--- config.mk ---
export PLATFORM = sky130hd
export DESIGN_NAME = game_seq_ctrl
export DESIGN_NICKNAME = d
export VERILOG_FILES = /design/src/rtl/game_pkg.sv /design/src/rtl/lfsr16.sv /design/src/rtl/game_seq_ctrl.sv
export SDC_FILE = /design/constraint.sdc
export NUM_CORES = 1
export LEC_CHECK = 0
export BUFFER_PORTS_ARGS = -buffer_cell sky130_fd_sc_hd__buf_2
export CELL_PAD_IN_SITES_DETAIL_PLACEMENT = 1
export CELL_PAD_IN_SITES_GLOBAL_PLACEMENT = 1
export CORE_MARGIN = 5
export CORE_UTILIZATION = 45
export CTS_CLUSTER_DIAMETER = 40
export DETAILED_ROUTE_END_ITERATION = 7
export GPL_ROUTABILITY_DRIVEN = 0
export PLACE_DENSITY_LB_ADDON = 0.1
export SLEW_MARGIN = 30
export SYNTH_ARGS = -nofsm -noshare
export SYNTH_HDL_FRONTEND = slang
export SYNTH_HIERARCHICAL = 1
export SYNTH_SLANG_ARGS = --single-unit
export TNS_END_PERCENT = 5
--- constraint.sdc ---
create_clock -name clk -period 3.2 [get_ports clk]
set_clock_uncertainty 0.1 [all_clocks]
set_input_delay 0.48 -clock clk [delete_from_list [all_inputs] [get_ports clk]]
set_output_delay 0.48 -clock clk [all_outputs]
set_load 0.05 [all_outputs]
--- src/rtl/game_pkg.sv ---
// Shared types and constants for the memory-sequence game controller.
// Holds the FSM state encoding, sequence length limit and LFSR constants.
package game_pkg;

  typedef enum logic [2:0] {
    StIdle,
    StAdd,
    StShowOn,
    StShowOff,
    StWaitIn,
    StWin,
    StLose
  } game_state_e;

  localparam int unsigned MAX_LEN   = 16;
  localparam logic [15:0] LFSR_SEED = 16'hACE1;
  // x^16 + x^14 + x^13 + x^11 + 1 in right-shifting Galois form
  localparam logic [15:0] LFSR_TAPS = 16'hB400;

  function automatic logic [3:0] onehot2(input logic [1:0] sel);
    return 4'b0001 << sel;
  endfunction

endpackage

--- src/rtl/lfsr16.sv ---
// Free-running 16-bit Galois LFSR; steps every cycle out of reset so the
// generated sequence depends on how long the player takes.
module lfsr16
  import game_pkg::*;
(
  input  logic        clk,
  input  logic        rst,
  output logic [15:0] q
);

  logic [15:0] lfsr_q;

  always_ff @(posedge clk) begin
    if (rst) begin
      lfsr_q <= LFSR_SEED;
    end else begin
      lfsr_q <= {1'b0, lfsr_q[15:1]} ^ (lfsr_q[0] ? LFSR_TAPS : 16'h0000);
    end
  end

  assign q = lfsr_q;

endmodule

--- src/rtl/game_seq_ctrl.sv ---
// Memory-sequence game controller: appends a random lamp to an external register
// file each round, plays the sequence back, then checks the player's echo.
module game_seq_ctrl
  import game_pkg::*;
#(
  parameter int unsigned SHOW_CYCLES    = 25_000_000,
  parameter int unsigned TIMEOUT_CYCLES = 125_000_000
) (
  input  logic       clk,
  input  logic       rst,
  input  logic       start,
  input  logic       btn_valid,
  input  logic [3:0] btn,
  output logic       rf_we,
  output logic [3:0] rf_wdata,
  output logic [3:0] rf_wsel,
  output logic [3:0] rf_rsel,
  input  logic [3:0] rf_rdata,
  output logic [3:0] lamp,
  output logic [4:0] level,
  output logic       busy,
  output logic       win,
  output logic       lose
);

  localparam int unsigned MaxCycles =
      (TIMEOUT_CYCLES > SHOW_CYCLES) ? TIMEOUT_CYCLES : SHOW_CYCLES;
  localparam int unsigned TimerW = $clog2(MaxCycles + 1);
  // Timers count down to zero, so a load of N-1 gives exactly N cycles in a state.
  localparam logic [TimerW-1:0] ShowLoad    = TimerW'(SHOW_CYCLES - 1);
  localparam logic [TimerW-1:0] TimeoutLoad = TimerW'(TIMEOUT_CYCLES - 1);
  localparam logic [4:0]        MaxLen      = 5'(MAX_LEN);

  game_state_e       state_q;
  logic [4:0]        len_q;
  logic [3:0]        idx_q;
  logic [TimerW-1:0] timer_q;
  logic [4:0]        level_q;
  logic [15:0]       lfsr;
  logic              unused_lfsr_hi;
  logic              last_idx;
  logic              btn_match;

  lfsr16 u_lfsr (
    .clk (clk),
    .rst (rst),
    .q   (lfsr)
  );

  assign unused_lfsr_hi = ^lfsr[15:2];
  assign last_idx       = ({1'b0, idx_q} == (len_q - 5'd1));
  // A non-one-hot btn can never equal a stored code, so it always loses.
  assign btn_match      = (btn == rf_rdata);

  always_ff @(posedge clk) begin
    if (rst) begin
      state_q <= StIdle;
      len_q   <= '0;
      idx_q   <= '0;
      timer_q <= '0;
      level_q <= '0;
    end else begin
      unique case (state_q)
        StIdle, StWin, StLose: begin
          if (start) begin
            len_q   <= '0;
            idx_q   <= '0;
            level_q <= '0;
            state_q <= StAdd;
          end
        end
        StAdd: begin
          len_q   <= (len_q == MaxLen) ? len_q : len_q + 5'd1;
          idx_q   <= '0;
          timer_q <= ShowLoad;
          state_q <= StShowOn;
        end
        StShowOn: begin
          if (timer_q == '0) begin
            timer_q <= ShowLoad;
            state_q <= StShowOff;
          end else begin
            timer_q <= timer_q - 1'b1;
          end
        end
        StShowOff: begin
          if (timer_q == '0) begin
            if (last_idx) begin
              idx_q   <= '0;
              timer_q <= TimeoutLoad;
              state_q <= StWaitIn;
            end else begin
              idx_q   <= idx_q + 4'd1;
              timer_q <= ShowLoad;
              state_q <= StShowOn;
            end
          end else begin
            timer_q <= timer_q - 1'b1;
          end
        end
        StWaitIn: begin
          if (btn_valid) begin
            if (!btn_match) begin
              state_q <= StLose;
            end else if (last_idx) begin
              level_q <= len_q;
              state_q <= (len_q == MaxLen) ? StWin : StAdd;
            end else begin
              idx_q   <= idx_q + 4'd1;
              timer_q <= TimeoutLoad;
            end
          end else if (timer_q == '0) begin
            state_q <= StLose;
          end else begin
            timer_q <= timer_q - 1'b1;
          end
        end
        default: state_q <= StIdle;
      endcase
    end
  end

  always_comb begin
    rf_we    = (state_q == StAdd);
    rf_wsel  = rf_we ? len_q[3:0] : 4'd0;
    rf_wdata = rf_we ? onehot2(lfsr[1:0]) : 4'd0;
    rf_rsel  = idx_q;
    lamp     = (state_q == StShowOn) ? rf_rdata : 4'd0;
    busy     = (state_q == StAdd) || (state_q == StShowOn) ||
               (state_q == StShowOff) || (state_q == StWaitIn);
    win      = (state_q == StWin);
    lose     = (state_q == StLose);
  end

  assign level = level_q;

endmodule

======== Yosys cells after proc, flatten, opt, wreduce, memory -nomap -nowiden ========
Index checks and enable logic that the tools add are counted.
word-level totals
  memory bits (read-only) ................. 0
  RAM bits ................................ 0
  output and inout port bits .............. 25
  memories kept ........................... 0
  register bits ........................... 60
  bits of input ports ..................... 12
  logic and storage cells ................. 85
  latch bits .............................. 0
cells by class
  bitwise operators ....................... 1
  shifts and indexed selects .............. 1
  divide/modulo/power cells ............... 0
  $lt $le $gt $ge ......................... 0
  $add $sub $neg .......................... 4
  equal/unequal tests ..................... 22
  multiplexer cells ....................... 36
  reductions and logical operators ........ 15
  multiply operators ...................... 0
operators by type and width
  kind                                                 number
  two-way mux 27 bit                                   7
  case mux 27 bit (4 select lines)                     1
  two-way mux 4 bit                                    9
  logical NOT 27 bit                                   1
  two-way mux 3 bit                                    9
  subtractor 27 x 1 -> 27 bit (second input constant)  1
  two-way mux 5 bit                                    5
  case mux 5 bit (2 select lines)                      2
  two-way mux 16 bit                                   1
  != test 2 bit (second input constant)                8
  case mux 4 bit (4 select lines)                      1
  bitwise XOR 15 x 16 -> 16 bit                        1
  case mux 3 bit (5 select lines)                      1
  != test 3 bit (second input constant)                4
  AND reduction 5 bit                                  2
  == test 3 bit (second input constant)                3
  nonzero test 4 bit                                   2
  == test 3 x 2 -> 1 bit (second input constant)       2
  AND reduction 6 bit                                  1
  adder 5 x 1 -> 5 bit (second input constant)         1
  == test 4 x 5 -> 1 bit                               1
  == test 5 bit (second input constant)                1
  subtractor 5 x 1 -> 5 bit (second input constant)    1
  adder 4 x 1 -> 4 bit (second input constant)         1
  10 further kinds                                     13

======== Depth between registers and ports, before layout ========
  depth after elaboration ................. 6
  mapped depth ............................ 11
  gate-level depth less buffers ........... 8

======== By module ========
The synthesis kept the hierarchy.
modules (own cells, without submodules)
  module         times used  sequential area each (µm²)  cells each  area each (µm²)
  game_seq_ctrl  1           880.8                       417         3301.9
  lfsr16         1           320.3                       36          462.9

======== Worst setup path before layout ========
OpenSTA, ideal clock, no wires.
  kind .................................... register to output
  from .................................... register state_q[1]
  to ...................................... output port rf_wdata[2]
  arrival time ............................ 1.981 ns
  buffers on the path ..................... 1
  data required time ...................... 2.620 ns
  cell stages (with the launch flop) ...... 5
  path slack .............................. 0.639 ns
  cells stage by stage .................... dfxtp_1 > clkbuf_1 > nor2_1 > nand2_1 > nor3b_1
between the ends
  cells in the longest elaborated chain, start to end .. 2
RTL lines
  what                    RTL line              RTL
  from (decl)             game_seq_ctrl.sv:34   game_state_e state_q;
  from (signal assigned)  game_seq_ctrl.sv:57   state_q <= StIdle;
  from (signal assigned)  game_seq_ctrl.sv:69   state_q <= StAdd;
  from (signal assigned)  game_seq_ctrl.sv:76   state_q <= StShowOn;
  == test 3 x 1 -> 1 bit  game_seq_ctrl.sv:124  rf_we = (state_q == StAdd);
  two-way mux 4 bit       game_seq_ctrl.sv:126  rf_wdata = rf_we ? onehot2(lfsr[1:0]) : 4'd0;
  to (decl)               game_seq_ctrl.sv:15   output logic [3:0] rf_wdata,
Every way passes these cells.

======== Worst setup path after layout ========
  from .................................... register len_q[0]
  to ...................................... register timer_q[25]
between the ends
  cells in the longest elaborated chain, start to end .. 5
  elaborated cells between the ends (all ways) .. 7
  classes of those cells .................. 1 x add/sub; 2 x eq/ne; 3 x mux; 1 x reduce/logical
RTL lines
  what                              RTL line             RTL
  from (decl)                       game_seq_ctrl.sv:35  logic [4:0] len_q;
  from (signal assigned)            game_seq_ctrl.sv:73  len_q <= (len_q == MaxLen) ? len_q : len_q + 5'd1;
  subtractor 5 x 1 -> 5 bit *       game_seq_ctrl.sv:51  assign last_idx = ({1'b0, idx_q} == (len_q - 5'd1));
  == test 4 x 5 -> 1 bit *          game_seq_ctrl.sv:51
  two-way mux 27 bit                game_seq_ctrl.sv:88  if (last_idx) begin
  two-way mux 27 bit                game_seq_ctrl.sv:87  if (timer_q == '0) begin
  case mux 27 bit (4 select lines)  game_seq_ctrl.sv:63  unique case (state_q)
  to (signal assigned)              game_seq_ctrl.sv:90  timer_q <= TimeoutLoad;
  to (signal assigned)              game_seq_ctrl.sv:94  timer_q <= ShowLoad;
  to (signal assigned)              game_seq_ctrl.sv:98  timer_q <= timer_q - 1'b1;
  to (decl)                         game_seq_ctrl.sv:37  logic [TimerW-1:0] timer_q;
Mark *: on every way between the ends. The rest lies on a longest branch, timed or not.
A chain may end at the register's enable or synchronous reset.

==> metrics.md <==
| Metric | Value |
|---|---|
| Root Driver | clkbuf_8 |
| Clock sink total | 60 |
| Hold depth | 1 |
| Ant diodes | 0 |
| Share of cells above drive strength 1 | 19.92% |
| Chip height | 101.5 µm |
| DRT Pass-1 Iters | 4 |
| Crit Reg-Reg Startpoint | len_q[0] |
| Postcts setup bufs | 0 |
| Nets | 509 |
| DR WL/cell | 19.67 µm |
| Post-route ant nets | 0 |
| Core ar. | 8175 µm² |
| Worst R2R End | timer_q[25] |
| R2R depth | 8 |
| Syn nets | 470 |
| I/O Buffers | 36 |
| Cell Rows | 33 |
| R2R Setup Slk | 0.25 ns |
| First-pass GRT wire length | 20090 µm |
| Static Leak | 1.593 nW |
| Hold path startpoint | u_lfsr/q[8] |
| Setup CP Type | flop to flop |
| Clock transition at path regs | 0.08 ns |
| Seq/Total Area, Yosys | 31.90% |
| Setup Viol. Count Final | 0 |
| Yosys reg bits | 60 |
| Uppermost layer routed | met4 |
| Minimum clock period | 2.949 ns |
| Status | completed |
| Number of synthesized flops with an enable pin | 0 |
| Initial antenna violation count | 0 |
| GRT Overall Usage | 24.49% |
| TNS Setup | 0 ns |
| Critical path's slowest cell | a21oi_2 |
| CTS tree | done |
| Dpl cell area | 4080 µm² |
| Synth async-reset ratio | 0% |
| Cells after synthesis | 453 |
| Yosys cell types | 79 |
| Fin cells | 602 |
| Final Cell Area | 4255 µm² |
| Largest net degree at the start of global routing | 43 |
| Worst-path fanout max | 14 |
| Vias in the first global route | 3957 |
| Hold Fails Final Rpt | 0 |
| Dpl cells | 586 |
| Hold buffer count at CTS | 0 |
| Hold WS | 0.3158 ns |
| Max Slew Vio Count | 0 |
| Cts repair resizes | 0 |
| # IOs | 37 |
| Mapped cell area | 3765 µm² |
| RSZ-0062 raised after global routing | false |
| Routed vias/inst | 6.146 |
| Total grt overflow | 0 |
| Clock Latency Late Sink | 0.36 ns |
| MaxCap Viol Count | 0 |
| CTS Buf Count | 9 |
| Fmax achieved | 339.1 MHz |
| Final WL | 11840 µm |
| Worst slew margin | 45.82% |
| CP peak stage delay | 0.63 ns |
| Die W | 101.5 µm |
| Hpwl dp | 8789 µm |
| Met2 WL | 5872 µm |
| Met3 WL post-DR | 396 µm |
| Worst Path Buf+Inv | 1 |
| Synthesis warning total | 6 |
| Vias | 3700 |
| DR DRC count | 0 |
| Starting Density | 46.05% |
| Layout area overhead | 13.03% |
| Pwr dens | 852.8 nW/µm² |
| Worst Hold End | u_lfsr/q[7] |
| Peak VDD IR | 281.5 µV |
| Synth Area per Inst | 8.311 µm² |
| Largest delay share family, worst path | compound AO/OA/AOI/OAI gates |
| Die Area | 10300 µm² |
| Top FF cell, synth | dfxtp_1 |
| Metal1 wirelength | 5392 µm |
| Startpoint Class | flop |
| Initial drt markers | 181 |
| Hold Crit Class | flop to flop |
| Tcrit/Tclk final | 92.15% |
| Htree depth | 3 |
| CP required | 3.35 ns |
| Worst-margin pin slew | 0.8073 ns |
| Critical path cell sequence | inv_1 -> ha_1 -> nor3b_2 -> xor2_1 -> nor2_1 -> a21oi_2 -> o21ai_1 -> a221oi_1 |
| Clock Path Buffers | 2 |
| Critical path arrival | 3.10 ns |
| Setup crit end kind | flop |
-- cells in the mapped netlist (5+ instances only) --
master / instances / area [µm²]
dfxtp_1: 60 / 1201
nor2_1: 31 / 116.4
inv_1: 27 / 101.4
a21oi_1: 26 / 130.1
nand2_1: 26 / 97.59
o21ai_0: 20 / 100.1
nand3_1: 18 / 90.09
nand4_1: 16 / 100.1
nor3_1: 14 / 70.07
clkbuf_1: 13 / 48.80
o221ai_1: 9 / 78.83
a221oi_1: 8 / 70.07
or2_1: 8 / 50.05
xnor2_1: 8 / 70.07
xor2_1: 8 / 70.07
a211oi_1: 7 / 52.55
o21a_1: 7 / 52.55
or3_1: 7 / 43.79
or4_1: 7 / 52.55
and2_1: 6 / 37.54
and2b_1: 6 / 45.04
buf_2: 6 / 30.03
a31oi_1: 5 / 31.28
and3_1: 5 / 31.28
ha_1: 5 / 62.56
mux2i_1: 5 / 50.05
nand2b_1: 5 / 31.28
nor4_1: 5 / 31.28
o32ai_1: 5 / 43.79
-- layer usage --
| layer | track usage [%] | vias up |
|---|---|---|
| li1 | - | 1786 |
| met1 | 31.46 | 1829 |
| met2 | 41.30 | 68 |
| met3 | 4.821 | 17 |
| met4 | 7.771 | 0 |
| met5 | 0 | - |
-- sequential cells by signal, summed over array words and instances, names as in the netlist --
register / flops
timer_q: 27
u_lfsr/q: 16
len_q: 5
level: 5
rf_rsel: 4
state_q: 3
-- cell usage in the layout, fill, tap and decap left out, drive strengths merged, types with 4 or more instances in the layout --
cell type   n
clkbuf      9
ha          5
nand3      19
o2111ai     4
clkinv      4
a22oi       4
o32ai       5
o211ai      4
o21ai      25
or3         7
nor4        8
buf        53
nand2b      5
a211oi      8
a221oi      9
and2b       6
and3        5
a31oi       5
or4         8
xor2        8
xnor2      10
o21a        7
inv        29
and2        6
nor2       32
nor3b       5
nand4      16
dfxtp      60
nor3       17
a21oi      28
nand2      27
or2        10
mux2i       5
o221ai      9
-- cells by family (layout without fill, tap and decap cells) --
logic type / count (synthesis) / count (layout) / share of synthesized area, %
multiplexers: 6 / 6 / 1.628
buffers and inverters: 53 / 97 / 6.082
AO/OA/AOI/OAI: 134 / 134 / 26.75
adder cells (fa/ha/maj): 5 / 5 / 1.662
XOR/XNOR: 18 / 18 / 4.586
AND/OR/NAND/NOR: 177 / 177 / 27.38
flip-flops: 60 / 60 / 31.90
-- cell type report --
| type | instances | area (µm²) |
|---|---|---|
| fillers | 1021 | 3920 |
| clock buffers | 9 | 123.9 |
| well taps | 105 | 131.4 |
| inverters | 28 | 105.1 |
| multi-input cells | 340 | 2335 |
| flip-flops and latches | 60 | 1201 |
| repair buffers | 53 | 307.8 |
| clock inverters | 7 | 51.30 |
-- stage by stage --
step / utilization [%] / setup WS [ns] / total power, mW
after floorplan: - / 0.6387 / 2.419
after global placement: 49.91 / 0.4985 / 2.914
after detailed placement: 49.91 / 0.2832 / 2.974
after CTS: 52.05 / 0.2614 / 3.626
after global routing: 52.05 / 0.02798 / 3.867
final: 52.05 / 0.2512 / 3.629
-- report_power, final --
group	internal, mW	switching (mW)
sequential	0.901	0.217
combinational	0.674	1.20
clock	0.284	0.356
-- worst max path at each step --
stage | startpoint | to | slack [ns] | depth (start not counted)
after floorplan | state_q[1] | rf_wdata[2] | 0.64 | 4
after detailed placement | len_q[0] | timer_q[25] | 0.28 | 8
final | len_q[0] | timer_q[25] | 0.25 | 8
after global routing | len_q[0] | timer_q[26] | 0.03 | 8
after global placement | len_q[0] | timer_q[25] | 0.50 | 8
after CTS | len_q[0] | timer_q[25] | 0.26 | 8
-- worst reg2reg max path, stage by stage, from the launching register on --
cell	delay (ns)
dfxtp_1	0.48
inv_1	0.11
ha_1	0.24
nor3b_2	0.17
xor2_1	0.23
nor2_1	0.18
a21oi_2	0.63
o21ai_1	0.34
a221oi_1	0.39
Power figures use the tool's default switching activity.
